[config.mk]
export PLATFORM = sky130hd
export DESIGN_NAME = data_plane_tx
export DESIGN_NICKNAME = d
export VERILOG_FILES = /design/src/rtl/dp_pkg.sv /design/src/rtl/dp_tx_fifo.sv /design/src/rtl/data_plane_tx.sv
export SDC_FILE = /design/constraint.sdc
export NUM_CORES = 1
export LEC_CHECK = 0
export ABC_CLOCK_PERIOD_IN_PS = 7610
export BUFFER_PORTS_ARGS = -buffer_cell sky130_fd_sc_hd__buf_4
export CAP_MARGIN = 0
export CELL_PAD_IN_SITES_DETAIL_PLACEMENT = 2
export CELL_PAD_IN_SITES_GLOBAL_PLACEMENT = 2
export CORE_UTILIZATION = 40
export CTS_CLUSTER_SIZE = 25
export DETAILED_ROUTE_END_ITERATION = 12
export PLACE_DENSITY = 0.69
export SLEW_MARGIN = 40
export SYNTH_ARGS = -nofsm -noshare
export SYNTH_HDL_FRONTEND = slang
export SYNTH_SLANG_ARGS = --single-unit
[constraint.sdc]
create_clock -name clk -period 7.61 [get_ports clk]
set_input_delay 1.1415 -clock clk [delete_from_list [all_inputs] [get_ports clk]]
set_output_delay 1.1415 -clock clk [all_outputs]
set_load 0.01 [all_outputs]
[src/rtl/dp_pkg.sv]
// Data-plane shared constants and types.
// data_plane_tx and data_plane_rx both build on these.
package dp_pkg;

  localparam logic [15:0] DP_IDLE_ID   = 16'hFFFF;
  localparam int          DP_BURST_LEN = 5;

  typedef struct packed {
    logic [15:0] dest;
    logic [15:0] data;
  } dp_packet_t;

  typedef enum logic [1:0] {
    IDLE,
    SEND,
    DONE
  } dp_tx_state_t;

  function automatic dp_packet_t dp_idle_pkt(
    input logic [15:0] id
  );
    dp_packet_t p;
    p.dest = id;
    p.data = 16'h0000;
    return p;
  endfunction

endpackage

[src/rtl/dp_tx_fifo.sv]
// TX word FIFO: DEPTH x W, first-in first-out.
// A push while full is dropped; a pop while empty is ignored.
module dp_tx_fifo #(
  parameter int DEPTH = 16,
  parameter int W     = 16
) (
  input  logic                     clk,
  input  logic                     rst,
  input  logic                     push,
  input  logic [W-1:0]             din,
  input  logic                     pop,
  output logic [W-1:0]             dout,
  output logic [$clog2(DEPTH):0]   count,
  output logic                     full,
  output logic                     empty
);

  localparam int AW = $clog2(DEPTH);
  localparam int CW = AW + 1;

  logic [W-1:0]  mem [DEPTH];
  logic [AW-1:0] wr_ptr;
  logic [AW-1:0] rd_ptr;
  logic          do_push;
  logic          do_pop;

  assign full    = count == CW'(DEPTH);
  assign empty   = count == '0;
  assign do_push = push && !full;
  assign do_pop  = pop && !empty;
  assign dout    = mem[rd_ptr];

  always_ff @(posedge clk) begin
    if (do_push) mem[wr_ptr] <= din;
  end

  // Power-of-two depth lets the pointers wrap on overflow.
  always_ff @(posedge clk or posedge rst) begin
    if (rst) begin
      wr_ptr <= '0;
      rd_ptr <= '0;
      count  <= '0;
    end else begin
      if (do_push) wr_ptr <= wr_ptr + 1'b1;
      if (do_pop)  rd_ptr <= rd_ptr + 1'b1;
      count <= count + CW'(do_push) - CW'(do_pop);
    end
  end

endmodule

[src/rtl/data_plane_tx.sv]
// Data-plane transmitter: buffers GPP words and emits
// fixed-length {dest, data} bursts on a control-plane grant.
module data_plane_tx
  import dp_pkg::*;
#(
  parameter int          DEPTH     = 16,
  parameter int          BURST_LEN = DP_BURST_LEN,
  parameter logic [15:0] IDLE_ID   = DP_IDLE_ID
) (
  input  logic                     clk,
  input  logic                     rst,
  input  logic                     gpp_wr_dp,
  input  logic [15:0]              gpp_tx_data,
  input  logic [15:0]              dest_id,
  input  logic                     tx_start,
  output logic [31:0]              data_tx_packet,
  output logic                     data_tx_busy,
  output logic                     data_tx_complete_flag,
  output logic                     tx_full,
  output logic [$clog2(DEPTH):0]   tx_count
);

  localparam int CW = $clog2(DEPTH) + 1;
  localparam int BW = (BURST_LEN > 1) ? $clog2(BURST_LEN) : 1;

  dp_tx_state_t  state;
  dp_tx_state_t  state_d;
  dp_packet_t    pkt_q;
  dp_packet_t    pkt_d;
  logic [15:0]   dest_q;
  logic [15:0]   dest_d;
  logic [BW-1:0] beat_q;
  logic [BW-1:0] beat_d;
  logic          busy_q;
  logic          busy_d;
  logic          cmp_q;
  logic          cmp_d;
  logic          pop;
  logic          fifo_empty;
  logic [15:0]   head;
  logic          accept;
  logic          last_beat;

  dp_tx_fifo #(
    .DEPTH (DEPTH),
    .W     (16)
  ) u_fifo (
    .clk   (clk),
    .rst   (rst),
    .push  (gpp_wr_dp),
    .din   (gpp_tx_data),
    .pop   (pop),
    .dout  (head),
    .count (tx_count),
    .full  (tx_full),
    .empty (fifo_empty)
  );

  // The idle ID can never be a receiver, so it is refused as a target.
  assign accept = tx_start
               && (tx_count >= CW'(BURST_LEN))
               && (dest_id != IDLE_ID);

  assign last_beat = beat_q == BW'(BURST_LEN - 1);

  always_ff @(posedge clk or posedge rst) begin
    if (rst) state <= IDLE;
    else     state <= state_d;
  end

  always_comb begin
    state_d = state;
    unique case (state)
      IDLE:    if (accept) state_d = SEND;
      SEND:    if (last_beat) state_d = DONE;
      DONE:    state_d = IDLE;
      default: state_d = IDLE;
    endcase
  end

  always_comb begin
    pkt_d  = pkt_q;
    dest_d = dest_q;
    beat_d = beat_q;
    busy_d = busy_q;
    cmp_d  = 1'b0;
    pop    = 1'b0;
    unique case (state)
      IDLE: begin
        if (accept) begin
          dest_d = dest_id;
          beat_d = '0;
          busy_d = 1'b1;
        end
      end
      SEND: begin
        pkt_d.dest = dest_q;
        pkt_d.data = head;
        pop        = !fifo_empty;
        beat_d     = beat_q + 1'b1;
      end
      DONE: begin
        pkt_d  = dp_idle_pkt(IDLE_ID);
        cmp_d  = 1'b1;
        busy_d = 1'b0;
      end
      default: begin
        pkt_d  = dp_idle_pkt(IDLE_ID);
        busy_d = 1'b0;
      end
    endcase
  end

  always_ff @(posedge clk or posedge rst) begin
    if (rst) begin
      pkt_q  <= dp_idle_pkt(IDLE_ID);
      dest_q <= '0;
      beat_q <= '0;
      busy_q <= 1'b0;
      cmp_q  <= 1'b0;
    end else begin
      pkt_q  <= pkt_d;
      dest_q <= dest_d;
      beat_q <= beat_d;
      busy_q <= busy_d;
      cmp_q  <= cmp_d;
    end
  end

  assign data_tx_packet        = pkt_q;
  assign data_tx_busy          = busy_q;
  assign data_tx_complete_flag = cmp_q;

endmodule
==> After elaboration in Yosys (flattened, before gate mapping) <==
Memories as Yosys holds them, arrays and structs flattened.
Index checks and enable logic that the tools add are counted.
{ "classes": {"reduce_logical": 13, "n_mux": 12, "magnitude_cmp": 1, "mul": 0, "div_mod_pow": 0, "shift": 0, "eq_ne": 7, "n_bitwise": 1, "n_addsub": 5} }
{ "ops": {"columns": ["operator", "count"], "rows": [
  ["$pmux 32 s2", 1],
  ["$ne 16x16->1 const B", 1],
  ["$add 4x1->4 const B", 2],
  ["$reduce_and 2->1", 4],
  ["$pmux 3 s2", 1],
  ["$add 5x1->5", 1],
  ["$eq 5x5->1 const B", 1],
  ["$ge 5x3->1 const B", 1],
  ["$logic_not 5->1", 1],
  ["$mux 1", 5],
  ["$sub 5x1->5", 1],
  ["$logic_and 1x1->1", 4],
  ["$mux 2", 2],
  ["$ne 2x2->1 const B", 2],
  ["$pmux 2 s2", 1],
  ["$add 3x1->3 const B", 1],
  ["$eq 3x3->1 const B", 1],
  ["$mux 3", 1],
  ["$eq 2x1->1 const B", 1],
  ["$eq 2x2->1 const B", 1],
  ["$logic_not 1->1", 2],
  ["$logic_not 2->1", 1],
  ["$pmux 1 s2", 1],
  ["$reduce_bool 2->1", 1],
  ["$not 1->1", 1]
]} }
{ "word_totals": {"input_bits": 36, "mem_count": 1, "rom_bits": 0, "ff_bits": 68, "latchBits": 0, "ram_bits": 256, "output_inout_bits": 40} }
{ "memory_table": {"columns": ["memory", "words", "width", "read_ports", "rd_clocked_by_memory_dff", "write_ports", "line", "source"], "rows": [
  ["u_fifo.mem", 16, 16, 1, 0, 1, "dp_tx_fifo.sv:21", "logic [W-1:0] mem [DEPTH];"]
]} }

==> Logic depth before layout (Yosys ltp) <==
Gate-level depths: netlist of the first run.
{ "logic_depth": {"word_depth": 5, "depth_mapped": 13, "mapped_depth_nobuf": 12} }

==> Cells and area by module <==
A second synthesis of the first run with hierarchy kept.
{ "hier_totals": {"hier_cells": 726, "hier_area_um2": 13240.2} }
{ "modules_own_cells": {"columns": ["mod", "area_each_um2", "n_inst", "cells_each"], "rows": [
  ["dp_tx_fifo", 10915.5, 1, 550],
  ["data_plane_tx", 2324.7, 1, 176]
]} }

==> Worst setup path after synthesis of the first run <==
OpenSTA, ideal clock, no wires.
{ "synth_timing": {"kind": "input to register", "startpoint": "in gpp_wr_dp", "endpoint": "mem u_fifo.mem[0][0], enable pin", "setup_slack_ns": 4.265, "t_required_ns": 7.180, "arrival_time_ns": 2.915, "n_path_buf": 1, "stages": 3, "setup_ns": 0.430, "cell_sequence": "nand2b_1 -> buf_2 -> nor4_1"} }
{ "synth_via": {"elab_chain_cells": 3} }
{ "synth_rtl": {"columns": ["item", "line", "source"], "rows": [
  ["start, declared", "data_plane_tx.sv:12", "input logic gpp_wr_dp,"],
  ["$logic_and 1x1->1", "dp_tx_fifo.sv:29", "assign do_push = push && !full;"],
  ["$mux 1", "dp_tx_fifo.sv:34", "if (do_push) mem[wr_ptr] <= din;"],
  ["$mux 1 (not written as such)", "dp_tx_fifo.sv:34", null],
  ["end, declared", "dp_tx_fifo.sv:21", null]
]} }
Every way passes these cells.

==> Final worst setup path of the first run <==
{ "layout_timing": {"startpoint": "reg state[0]", "endpoint": "reg u_fifo.count[4]"} }
{ "layout_via": {"elab_chain_cells": 4} }
{ "layout_rtl": {"columns": ["item", "line", "source"], "rows": [
  ["start, declared", "data_plane_tx.sv:26", "dp_tx_state_t state;"],
  ["start signal, assigned", "data_plane_tx.sv:68", "else state <= state_d;"],
  ["$eq 2x1->1", "data_plane_tx.sv:88", "unique case (state)"],
  ["$mux 1", "data_plane_tx.sv:88", null],
  ["$logic_and 1x1->1", "dp_tx_fifo.sv:30", "assign do_pop = pop && !empty;"],
  ["named net u_fifo.do_pop", "dp_tx_fifo.sv:25", "logic do_pop;"],
  ["$sub 5x1->5", "dp_tx_fifo.sv:46", "count <= count + CW'(do_push) - CW'(do_pop);"],
  ["end signal, assigned", "dp_tx_fifo.sv:46", null],
  ["end, declared", "dp_tx_fifo.sv:13", "output logic [$clog2(DEPTH):0] count,"]
]} }
The timed path passes the listed nets, and every way through them passes these cells.
A chain may end at the register's enable or synchronous reset.

==> results of run 1 <==
-- worst reg2reg max path: stages (launching register included) --
cell and delay [ps]:
dfrtp_2 770, nand2b_1 260, a41oi_2 360, ha_1 310, inv_1 60, ha_1 150
inv_1 60, fa_1 430, inv_1 70, a21oi_1 70, o21bai_1 160, xnor2_1 130
-- worst paths after layout --
path	end	slack (ps)	cells past startpoint
max	u_fifo.count[4]$_DFF_PP0_	4690	11
min	data_tx_packet[10]$_DFFE_PP0N_	490	2
max reg2reg	u_fifo.count[4]$_DFF_PP0_	4690	11
min reg2reg	data_tx_packet[10]$_DFFE_PP0N_	490	2
max in group asynchronous	u_fifo.rd_ptr[0]$_DFFE_PP0P_	6250	3
min in group asynchronous	data_tx_packet[1]$_DFFE_PP0N_	820	3
-- metrics by stage --
stage / worst slack (ps) / power (W) / area (µm²) / hold WS (ps) / util [%]
6_report: 4690 / 0.006363 / 15330 / 488.7 / 48.33
5_1_grt: 4467 / 0.006653 / 15330 / 522.4 / 48.33
4_1_cts: 4611 / 0.006453 / 15330 / 488.2 / 48.32
3_5_place_dp: 4495 / 0.004533 / 14030 / 475.3 / 44.24
3_3_place_gp: 4429 / 0.004378 / 13990 / 466.9 / 44.11
2_1_floorplan: 4265 / 0.003753 / 12940 / 457.8 / -
-- synthesized netlist by cell type, drive strengths merged --
| cell | count |
|---|---|
| a21o | 3 |
| a21oi | 18 |
| a22oi | 44 |
| a311oi | 1 |
| a41oi | 1 |
| and2 | 9 |
| and3 | 1 |
| and4bb | 1 |
| buf | 21 |
| clkbuf | 20 |
| clkinv | 1 |
| dfrtp | 52 |
| dfstp | 16 |
| edfxtp | 256 |
| fa | 1 |
| ha | 16 |
| inv | 21 |
| mux2 | 17 |
| mux2i | 144 |
| nand2 | 65 |
| nand2b | 2 |
| nand3 | 45 |
| nand3b | 1 |
| nand4 | 9 |
| nor2 | 10 |
| nor2b | 3 |
| nor3b | 3 |
| nor4 | 5 |
| o21ai | 3 |
| o21bai | 1 |
| o31ai | 1 |
| xnor2 | 6 |
| xor2 | 4 |
-- cells by family after synthesis --
family	after synthesis	synth area share, %
compound gates	72	3.898
buf+inv	63	2.263
simple gates	154	5.822
mux	161	12.91
fa+ha+maj	17	1.702
xor+xnor	10	0.6770
flops	324	72.73
-- layer usage --
metal  vias to the layer above  global-route usage (%)
li1                       3218                       -
met1                      3778                   26.36
met2                       169                   39.57
met3                        55                   3.450
met4                         0                   5.831
met5                         -                       0
-- state kept, by name (all words and copies together), names as in the netlist --
signal / cells
u_fifo.mem: 256
data_tx_packet: 32
dest_q: 16
u_fifo.count: 5
u_fifo.rd_ptr: 4
u_fifo.wr_ptr: 4
beat_q: 3
state: 2
data_tx_busy: 1
data_tx_complete_flag: 1
-- final cells by class --
class	count	area (µm²)
fillers	2936	16390
flip-flops and latches	324	9414
multi-input cells	414	3301
clock inverters	17	214.0
well taps	402	503.0
clock buffers	51	1081
repair buffers	96	732.0
inverters	22	83.83
-- where the power goes --
group | switching (W) | internal (W)
logic | 0.00112 | 0.000802
clock network | 0.000713 | 0.00116
registers | 0.000283 | 0.00228
total | 0.00211 | 0.00425
==> impl_metrics.env, run 1 <==
export IMPL_outcome="complete, no violations"
export IMPL_clkTransAtPathRegs_ps=60
export IMPL_period_minus_slack_ps=2920
export IMPL_worst_slew_margin_rel_pct=44.00
export IMPL_clock_latency_ps=520
export IMPL_routed_wl_mm=35.00
export IMPL_p_leak_nw=5.893
export IMPL_postCtsHoldBufs=0
export IMPL_drv_slew=0
export IMPL_grt_overflow=0
export IMPL_fmax_mhz=342.4
export IMPL_die_height_um=181.8
export IMPL_io_pins=76
export IMPL_area_growth_pct=18.48
export IMPL_yosys_warnings=0
export IMPL_end_kind="flip-flop"
export IMPL_vias=7220
export IMPL_start_kind="flip-flop"
export IMPL_hold_viol_final=0
export IMPL_crit_type="flip-flop to flip-flop"
export IMPL_layout_drive_gt1_share_pct=21.86
export IMPL_synth_area_leaders="edfxtp_1 (59%), mux2i_1 (11%), dfrtp_1 (10%), dfstp_2 (3.2%), a22oi_1 (2.6%)"
export IMPL_crit_start="state[0]$_DFFE_PP0P_"
export IMPL_grt_pass1_wl_mm=52.55
export IMPL_crit_top_cell="inv_1"
export IMPL_htree_levels=2
export IMPL_setup_viol=0
export IMPL_ys_ff_latch=324
export IMPL_final_cell_mix="edfxtp_1 (256), mux2i_1 (144), buf_4 (93)"
export IMPL_antenna_found_initial=0
export IMPL_layoutNonFillerInstCount=1326
export IMPL_cap_viol_max_count=0
export IMPL_slowest_stage="dfrtp_2"
export IMPL_drt_met1_wl_mm=14.14
export IMPL_crit_buf_inv=3
export IMPL_ant_nets=0
export IMPL_rsz0062_at_grt="false"
export IMPL_dr_first_iter_drc_count=408
export IMPL_yosysSeqAreaShare_pct=72.73
export IMPL_synth_area_um2=12940
export IMPL_met2WireLength_mm=18.37
export IMPL_powerDensity_nw_per_um2=415.1
export IMPL_routed_via_density=5.445
export IMPL_hold_class="flip-flop to flip-flop"
export IMPL_fin_setup_tns_ps=0
export IMPL_grt_pass1_vias=8326
export IMPL_cts_sinks=324
export IMPL_cts_root_buffer="clkbuf_16"
export IMPL_diodes=0
export IMPL_drtPass1Iterations=4
export IMPL_cpLargestDelayFamily="adder cells"
export IMPL_cts_made_buffers=37
export IMPL_wl_met3_mm=1.758
export IMPL_yosysUniqueCellTypes=38
export IMPL_die_w_um=181.8
export IMPL_critPathArrivalTime_ps=3350
export IMPL_num_rows=65
export IMPL_synth_top_cell_by_area="edfxtp_1"
export IMPL_grt_max_degree=69
export IMPL_post_cts_setup_buffers=0
export IMPL_grt_usage_pct=21.63
export IMPL_post_drt_wl_per_cell_um=26.39
export IMPL_synthDominantCellAreaShare_pct=59.42
export IMPL_cp_required_ps=8040
export IMPL_cpPeakStageDelay_ps=770
export IMPL_core_um2=31720
export IMPL_ir_worst_vdd_v=0.0001989
export IMPL_fin_nets=948
export IMPL_tritoncts="yes"
export IMPL_crit_chain="nand2b_1 > a41oi_2 > ha_1 > inv_1 > ha_1 > inv_1 > fa_1 > inv_1 > a21oi_1 > o21bai_1 > xnor2_1"
export IMPL_detailed_place_hpwl_mm=19.94
export IMPL_netlist_instances=801
export IMPL_floorplan_initialDensity_pct=40.79
export IMPL_dieArea_um2=33070
export IMPL_r2r_start="state[0]$_DFFE_PP0P_"
export IMPL_period_share_pct=38.37
export IMPL_layout_commonest_cell="edfxtp_1"
export IMPL_dp_cells=1258
export IMPL_path_max_fanout=21
export IMPL_drc=0
export IMPL_clockBufferDepth=3
export IMPL_port_buffers=75
export IMPL_fin_skew_ps=15.95
export IMPL_avgSynthCellArea_um2=16.15
export IMPL_topRoutingLayerUsed="met4"
export IMPL_gp_congestion=0.7130
export IMPL_cts_resized_gates=0
export IMPL_synth_net_count=854
export IMPL_hp_start="data_tx_packet[10]$_DFFE_PP0N_"
export IMPL_tightest_slew_ps=839.9
Power figures use the tool's default switching activity.
==> inputs of run 2 (changes only) <==
- ABC_CLOCK_PERIOD_IN_PS: 7610 -> 3000
- clock period: 7.61 -> 3 ns (I/O delays scaled with it)
==> run 2 against run 1 <==
Die area is the same. Core utilization is essentially flat. Global-route usage grew 0.20 points. Clock skew grew 4.2 ps. Worst setup slack lost 4300 ps. First-iteration DRC count shrank 12%. Critical path type unchanged. Critical endpoint unchanged. Largest cell class unchanged.
==> impl_metrics.env, run 2 (synthesis gave the netlist of run 1 again) <==
export IMPL_fin_setup_tns_ps=0
export IMPL_slowest_stage="dfrtp_1"
export IMPL_powerDensity_nw_per_um2=1038
export IMPL_drv_slew=0
export IMPL_gp_congestion=0.7739
export IMPL_outcome="complete, no violations"
export IMPL_grt_max_degree=42
export IMPL_tightest_slew_ps=719.5
export IMPL_postCtsHoldBufs=0
export IMPL_layout_drive_gt1_share_pct=21.96
export IMPL_grt_pass1_vias=8388
export IMPL_drtPass1Iterations=5
export IMPL_die_w_um=181.8
export IMPL_worst_slew_margin_rel_pct=51.59
export IMPL_hold_viol_final=0
export IMPL_rsz0062_at_grt="false"
export IMPL_diodes=0
export IMPL_num_rows=65
export IMPL_routed_wl_mm=35.17
export IMPL_antenna_found_initial=0
export IMPL_fin_nets=962
export IMPL_cts_resized_gates=0
export IMPL_ir_worst_vdd_v=0.0005035
export IMPL_clockBufferDepth=3
export IMPL_period_minus_slack_ps=2660
export IMPL_path_max_fanout=5
export IMPL_tritoncts="yes"
export IMPL_port_buffers=75
export IMPL_cp_required_ps=3430
export IMPL_crit_type="flip-flop to flip-flop"
export IMPL_fin_worst_hold_slack_ps=28.20
export IMPL_detailed_place_hpwl_mm=21.90
export IMPL_grt_overflow=0
export IMPL_hold_class="primary input to asynchronous set/reset pin"
export IMPL_cpLargestDelayFamily="adder cells"
export IMPL_period_share_pct=88.65
export IMPL_fin_util_pct=48.34
export IMPL_dr_first_iter_drc_count=358
export IMPL_clkTransAtPathRegs_ps=60
export IMPL_grt_usage_pct=21.83
export IMPL_largest_register_ffs=256
export IMPL_placed_area_um2=14140
export IMPL_vias=7280
export IMPL_crit_top_cell="inv_1"
export IMPL_layout_commonest_cell="edfxtp_1"
export IMPL_drc=0
export IMPL_p_leak_nw=5.913
export IMPL_cpPeakStageDelay_ps=470
export IMPL_clock_latency_ps=520
export IMPL_cts_made_buffers=37
export IMPL_setup_viol=0
export IMPL_fin_skew_ps=20.16
export IMPL_core_um2=31720
export IMPL_crit_buf_inv=4
export IMPL_ant_nets=0
export IMPL_grt_pass1_wl_mm=53.39
export IMPL_power_w=0.01592
export IMPL_cts_root_buffer="clkbuf_16"
export IMPL_regMostFlops="u_fifo.mem"
export IMPL_fmax_mhz=376.0
export IMPL_dieArea_um2=33070
export IMPL_critPathArrivalTime_ps=3090
export IMPL_io_pins=76
export IMPL_cts_sinks=324
export IMPL_die_height_um=181.8
export IMPL_end_kind="flip-flop"
export IMPL_area_growth_pct=18.51
export IMPL_fill_cells=2953
export IMPL_final_cell_mix="edfxtp_1 (256), mux2i_1 (144), buf_4 (106)"
export IMPL_htree_levels=2
export IMPL_routed_via_density=5.433
export IMPL_floorplan_initialDensity_pct=40.79
export IMPL_cap_viol_max_count=0
export IMPL_crit_chain="inv_1 > ha_1 > a41oi_2 > ha_1 > inv_1 > ha_1 > inv_1 > fa_1 > inv_1 > a21oi_1 > o21bai_1 > xnor2_1"
export IMPL_design_area_um2=15330
export IMPL_post_cts_setup_buffers=0
export IMPL_post_drt_wl_per_cell_um=26.24
export IMPL_start_kind="flip-flop"
run 2: cell types whose count changed in the layout (fill, tap and decap cells not counted), sizes merged:
cell	previous run	this run
buf	96	110
clkinvlp	1	2
clkinv	12	15
clkbuf	51	50
bufinv	5	2
run 2: area by class of cell:
| cell class | count | area (µm²) | area share, % |
|---|---|---|---|
| Sequential cell | 324 | 9413 | 61.39 |
| Multi-Input combinational cell | 414 | 3284 | 21.42 |
| Clock buffer | 50 | 1037 | 6.765 |
| Timing Repair Buffer | 110 | 867.1 | 5.655 |
| Tap cell | 402 | 503.0 | 3.281 |
| Clock inverter | 18 | 143.9 | 0.9385 |
| Inverter | 22 | 83.83 | 0.5468 |
run 2: path summary, 6_finish.rpt:
kind                                           startpoint                        endpoint  slack [ps]  cells after the start
setup / recovery                u_fifo.count[2]$_DFF_PP0_       u_fifo.count[4]$_DFF_PP0_         340                     12
setup reg to reg                u_fifo.count[2]$_DFF_PP0_       u_fifo.count[4]$_DFF_PP0_         340                     12
hold reg to reg            data_tx_packet[14]$_DFFE_PP0N_  data_tx_packet[14]$_DFFE_PP0N_         500                      2
max in group asynchronous                             rst  data_tx_packet[24]$_DFFE_PP1N_        2170                      3
min in group clk                               dest_id[1]           dest_q[1]$_DFFE_PP0P_         170                      2
hold / removal                                        rst           dest_q[2]$_DFFE_PP0P_          30                      2
run 2: where the power goes:
| group | switching (W) | internal [W] |
|---|---|---|
| Combinational | 0.00301 | 0.00211 |
| Sequential | 0.000590 | 0.00579 |
| Clock | 0.00181 | 0.00260 |
| Total | 0.00541 | 0.0105 |
run 2: worst register-to-register path, stage by stage (launching register included):
cell and delay, ps:
dfrtp_1 470, inv_1 110, ha_1 240, a41oi_2 300
ha_1 320, inv_1 60, ha_1 160, inv_1 60
fa_1 440, inv_1 80, a21oi_1 60, o21bai_1 170
xnor2_1 130
run 2: metal layers:
| layer | part of all wire [%] | vias up | GRT usage (%) |
|---|---|---|---|
| met2 | 52 | 140 | 39.22 |
| li1 | - | 3241 | - |
| met1 | 42 | 3837 | 27.51 |
| met4 | 2.2 | 0 | 6.339 |
| met3 | 3.3 | 62 | 2.768 |
| met5 | 0 | - | 0 |
run 2: through the flow:
step                std cells  worst slack, ps
floorplan                 801           -264.8
CTS                      1339            297.9
global route             1340            174.3
global placement         1270            516.6
finish                   1340            340.5
detailed placement       1271            351.9
==> inputs of run 3 (changes only) <==
- PLACE_DENSITY: 0.69 -> 0.8
- SLEW_MARGIN: 40 -> 0
==> run 3 against run 2 <==
Flip-flop and latch count is the same. Count of clock-buffer cells in the layout down 4. Core utilization fell by 0.24 points. Cell area is 0.50% lower. Largest cell class unchanged.
==> impl_metrics.env, run 3 (synthesis gave the netlist of run 1 again) <==
export IMPL_cts_made_buffers=35
export IMPL_routed_via_density=5.568
export IMPL_drc=0
export IMPL_fmax_mhz=362.7
export IMPL_num_rows=65
export IMPL_worst_slew_margin_rel_pct=40.11
export IMPL_fin_nets=959
export IMPL_path_max_fanout=5
export IMPL_die_height_um=181.8
export IMPL_io_pins=76
export IMPL_fin_skew_ps=12.79
export IMPL_cts_root_buffer="clkbuf_16"
export IMPL_dr_first_iter_drc_count=520
export IMPL_port_buffers=75
export IMPL_area_growth_pct=17.92
export IMPL_ant_nets=0
export IMPL_cap_viol_max_count=0
export IMPL_gp_congestion=0.7249
export IMPL_drv_slew=0
export IMPL_start_kind="flip-flop"
export IMPL_clkTransAtPathRegs_ps=60
export IMPL_htree_levels=2
export IMPL_r2r_cells=11
export IMPL_cp_required_ps=3430
export IMPL_layout_commonest_cell="edfxtp_1"
export IMPL_cpPeakStageDelay_ps=450
export IMPL_final_cell_mix="edfxtp_1 (256), mux2i_1 (144), buf_4 (106)"
export IMPL_layout_drive_gt1_share_pct=21.51
export IMPL_routed_wl_mm=37.46
export IMPL_powerDensity_nw_per_um2=1044
export IMPL_core_um2=31720
export IMPL_cpLargestDelayFamily="adder cells"
export IMPL_p_leak_nw=5.873
export IMPL_end_kind="flip-flop"
export IMPL_clockBufferDepth=3
export IMPL_die_w_um=181.8
export IMPL_tightest_slew_ps=894.2
export IMPL_diodes=0
export IMPL_grt_max_degree=45
export IMPL_r2r_end="u_fifo.count[4]$_DFF_PP0_"
export IMPL_grt_pass1_vias=8565
export IMPL_dieArea_um2=33070
export IMPL_reg2reg_slack_ps=240
export IMPL_hold_class="primary input to asynchronous set/reset pin"
export IMPL_cts_sinks=324
export IMPL_critPathArrivalTime_ps=3190
export IMPL_detailed_place_hpwl_mm=23.24
export IMPL_crit_chain="nand2b_1 > a41oi_2 > ha_1 > inv_1 > ha_1 > inv_1 > fa_1 > inv_1 > a21oi_1 > o21bai_1 > xnor2_1"
export IMPL_floorplan_initialDensity_pct=40.79
export IMPL_vias=7416
export IMPL_ir_worst_vdd_v=0.0004523
export IMPL_tritoncts="yes"
export IMPL_fill_cells=2902
export IMPL_postCtsHoldBufs=0
export IMPL_crit_type="flip-flop to flip-flop"
export IMPL_design_area_um2=15260
export IMPL_seq_area_um2=9413
export IMPL_rsz0062_at_grt="false"
export IMPL_r2r_start="state[1]$_DFFE_PP0P_"
export IMPL_post_cts_setup_buffers=0
export IMPL_post_drt_wl_per_cell_um=28.13
export IMPL_regMostFlops="u_fifo.mem"
export IMPL_clock_latency_ps=520
export IMPL_setup_viol=0
export IMPL_largest_register_ffs=256
export IMPL_grt_overflow=0
export IMPL_grt_pass1_wl_mm=55.92
export IMPL_cts_resized_gates=0
export IMPL_drtPass1Iterations=5
export IMPL_multiInputGateArea_um2=3289
export IMPL_crit_top_cell="inv_1"
export IMPL_grt_usage_pct=23.14
export IMPL_slowest_stage="dfrtp_1"
export IMPL_fin_setup_tns_ps=0
export IMPL_hold_viol_final=0
export IMPL_placed_area_um2=14140
export IMPL_period_minus_slack_ps=2757
export IMPL_antenna_found_initial=0
export IMPL_period_share_pct=91.90
export IMPL_outcome="complete, no violations"
export IMPL_crit_buf_inv=3
==> run 3: changes by cell type in the layout (fill, tap and decap cells not counted) <==
cell	before	now
clkbuf_16	39	37
inv_6	1	0
clkinv_1	8	9
buf_6	1	0
clkinv_4	1	0
clkinv_2	6	3
clkinvlp_4	2	1
nor2_2	3	5
clkbuf_1	9	8
inv_2	1	2
clkbuf_8	2	1
bufinv_16	2	3
nor2_1	6	4
==> run 3: worst max path at each step <==
stage	startpoint	end	depth (start not counted)
after floorplan	u_fifo.count[2]$_DFF_PP0_	u_fifo.mem[0][0]$_DFFE_PP_	6
after global placement	u_fifo.count[2]$_DFF_PP0_	u_fifo.count[4]$_DFF_PP0_	12
after detailed placement	state[1]$_DFFE_PP0P_	u_fifo.count[4]$_DFF_PP0_	11
after CTS	state[1]$_DFFE_PP0P_	u_fifo.count[4]$_DFF_PP0_	11
after global routing	state[1]$_DFFE_PP0P_	u_fifo.count[4]$_DFF_PP0_	11
final	state[1]$_DFFE_PP0P_	u_fifo.count[4]$_DFF_PP0_	11
==> run 3: layout make-up <==
cell class	count	share of cell area, %
clock buffers	46	6.356
clock inverters	15	0.9350
repair buffers	109	5.610
inverters	22	0.5413
well taps	402	3.297
flip-flops and latches	324	61.70
multi-input cells	414	21.56
==> run 3: routing by layer <==
metal	vias up	share of wire (%)	global-route usage, %
met3	67	4.2	3.590
li1	3233	-	-
met2	211	52	41.09
met4	0	2.8	7.898
met1	3905	41	28.68
met5	-	0	0
==> run 3: worst reg2reg max path, delay by kind of cell, from the launching register on <==
kind	cells	cell delay (ps)
adders and majority gates	3	940
AOI/OAI and AO/OA	3	630
buffers and inverters	3	230
and+or+nand+nor	1	290
DFF	1	450
xor gates and xnor gates	1	140
==> run 3: through the flow <==
| stage | total power (W) | hold slack, ps | utilization, % | std cells | worst slack [ps] |
|---|---|---|---|---|---|
| 2_1_floorplan | 0.009519 | 457.8 | - | 801 | -264.8 |
| 3_3_place_gp | 0.01124 | 466.6 | 44.59 | 1271 | 578.3 |
| 3_5_place_dp | 0.01166 | 478.4 | 44.59 | 1271 | 379.3 |
| 4_1_cts | 0.01607 | 47.66 | 48.10 | 1332 | 233.3 |
| 5_1_grt | 0.01661 | 79.56 | 48.10 | 1332 | 123.4 |
| 6_report | 0.01593 | 43.27 | 48.10 | 1332 | 243.0 |
==> run 3: power by group <==
group | total (W) | internal, W | switching [W]
Sequential | 0.00637 | 0.00579 | 0.000577
Clock | 0.00428 | 0.00253 | 0.00175
Combinational | 0.00528 | 0.00211 | 0.00317
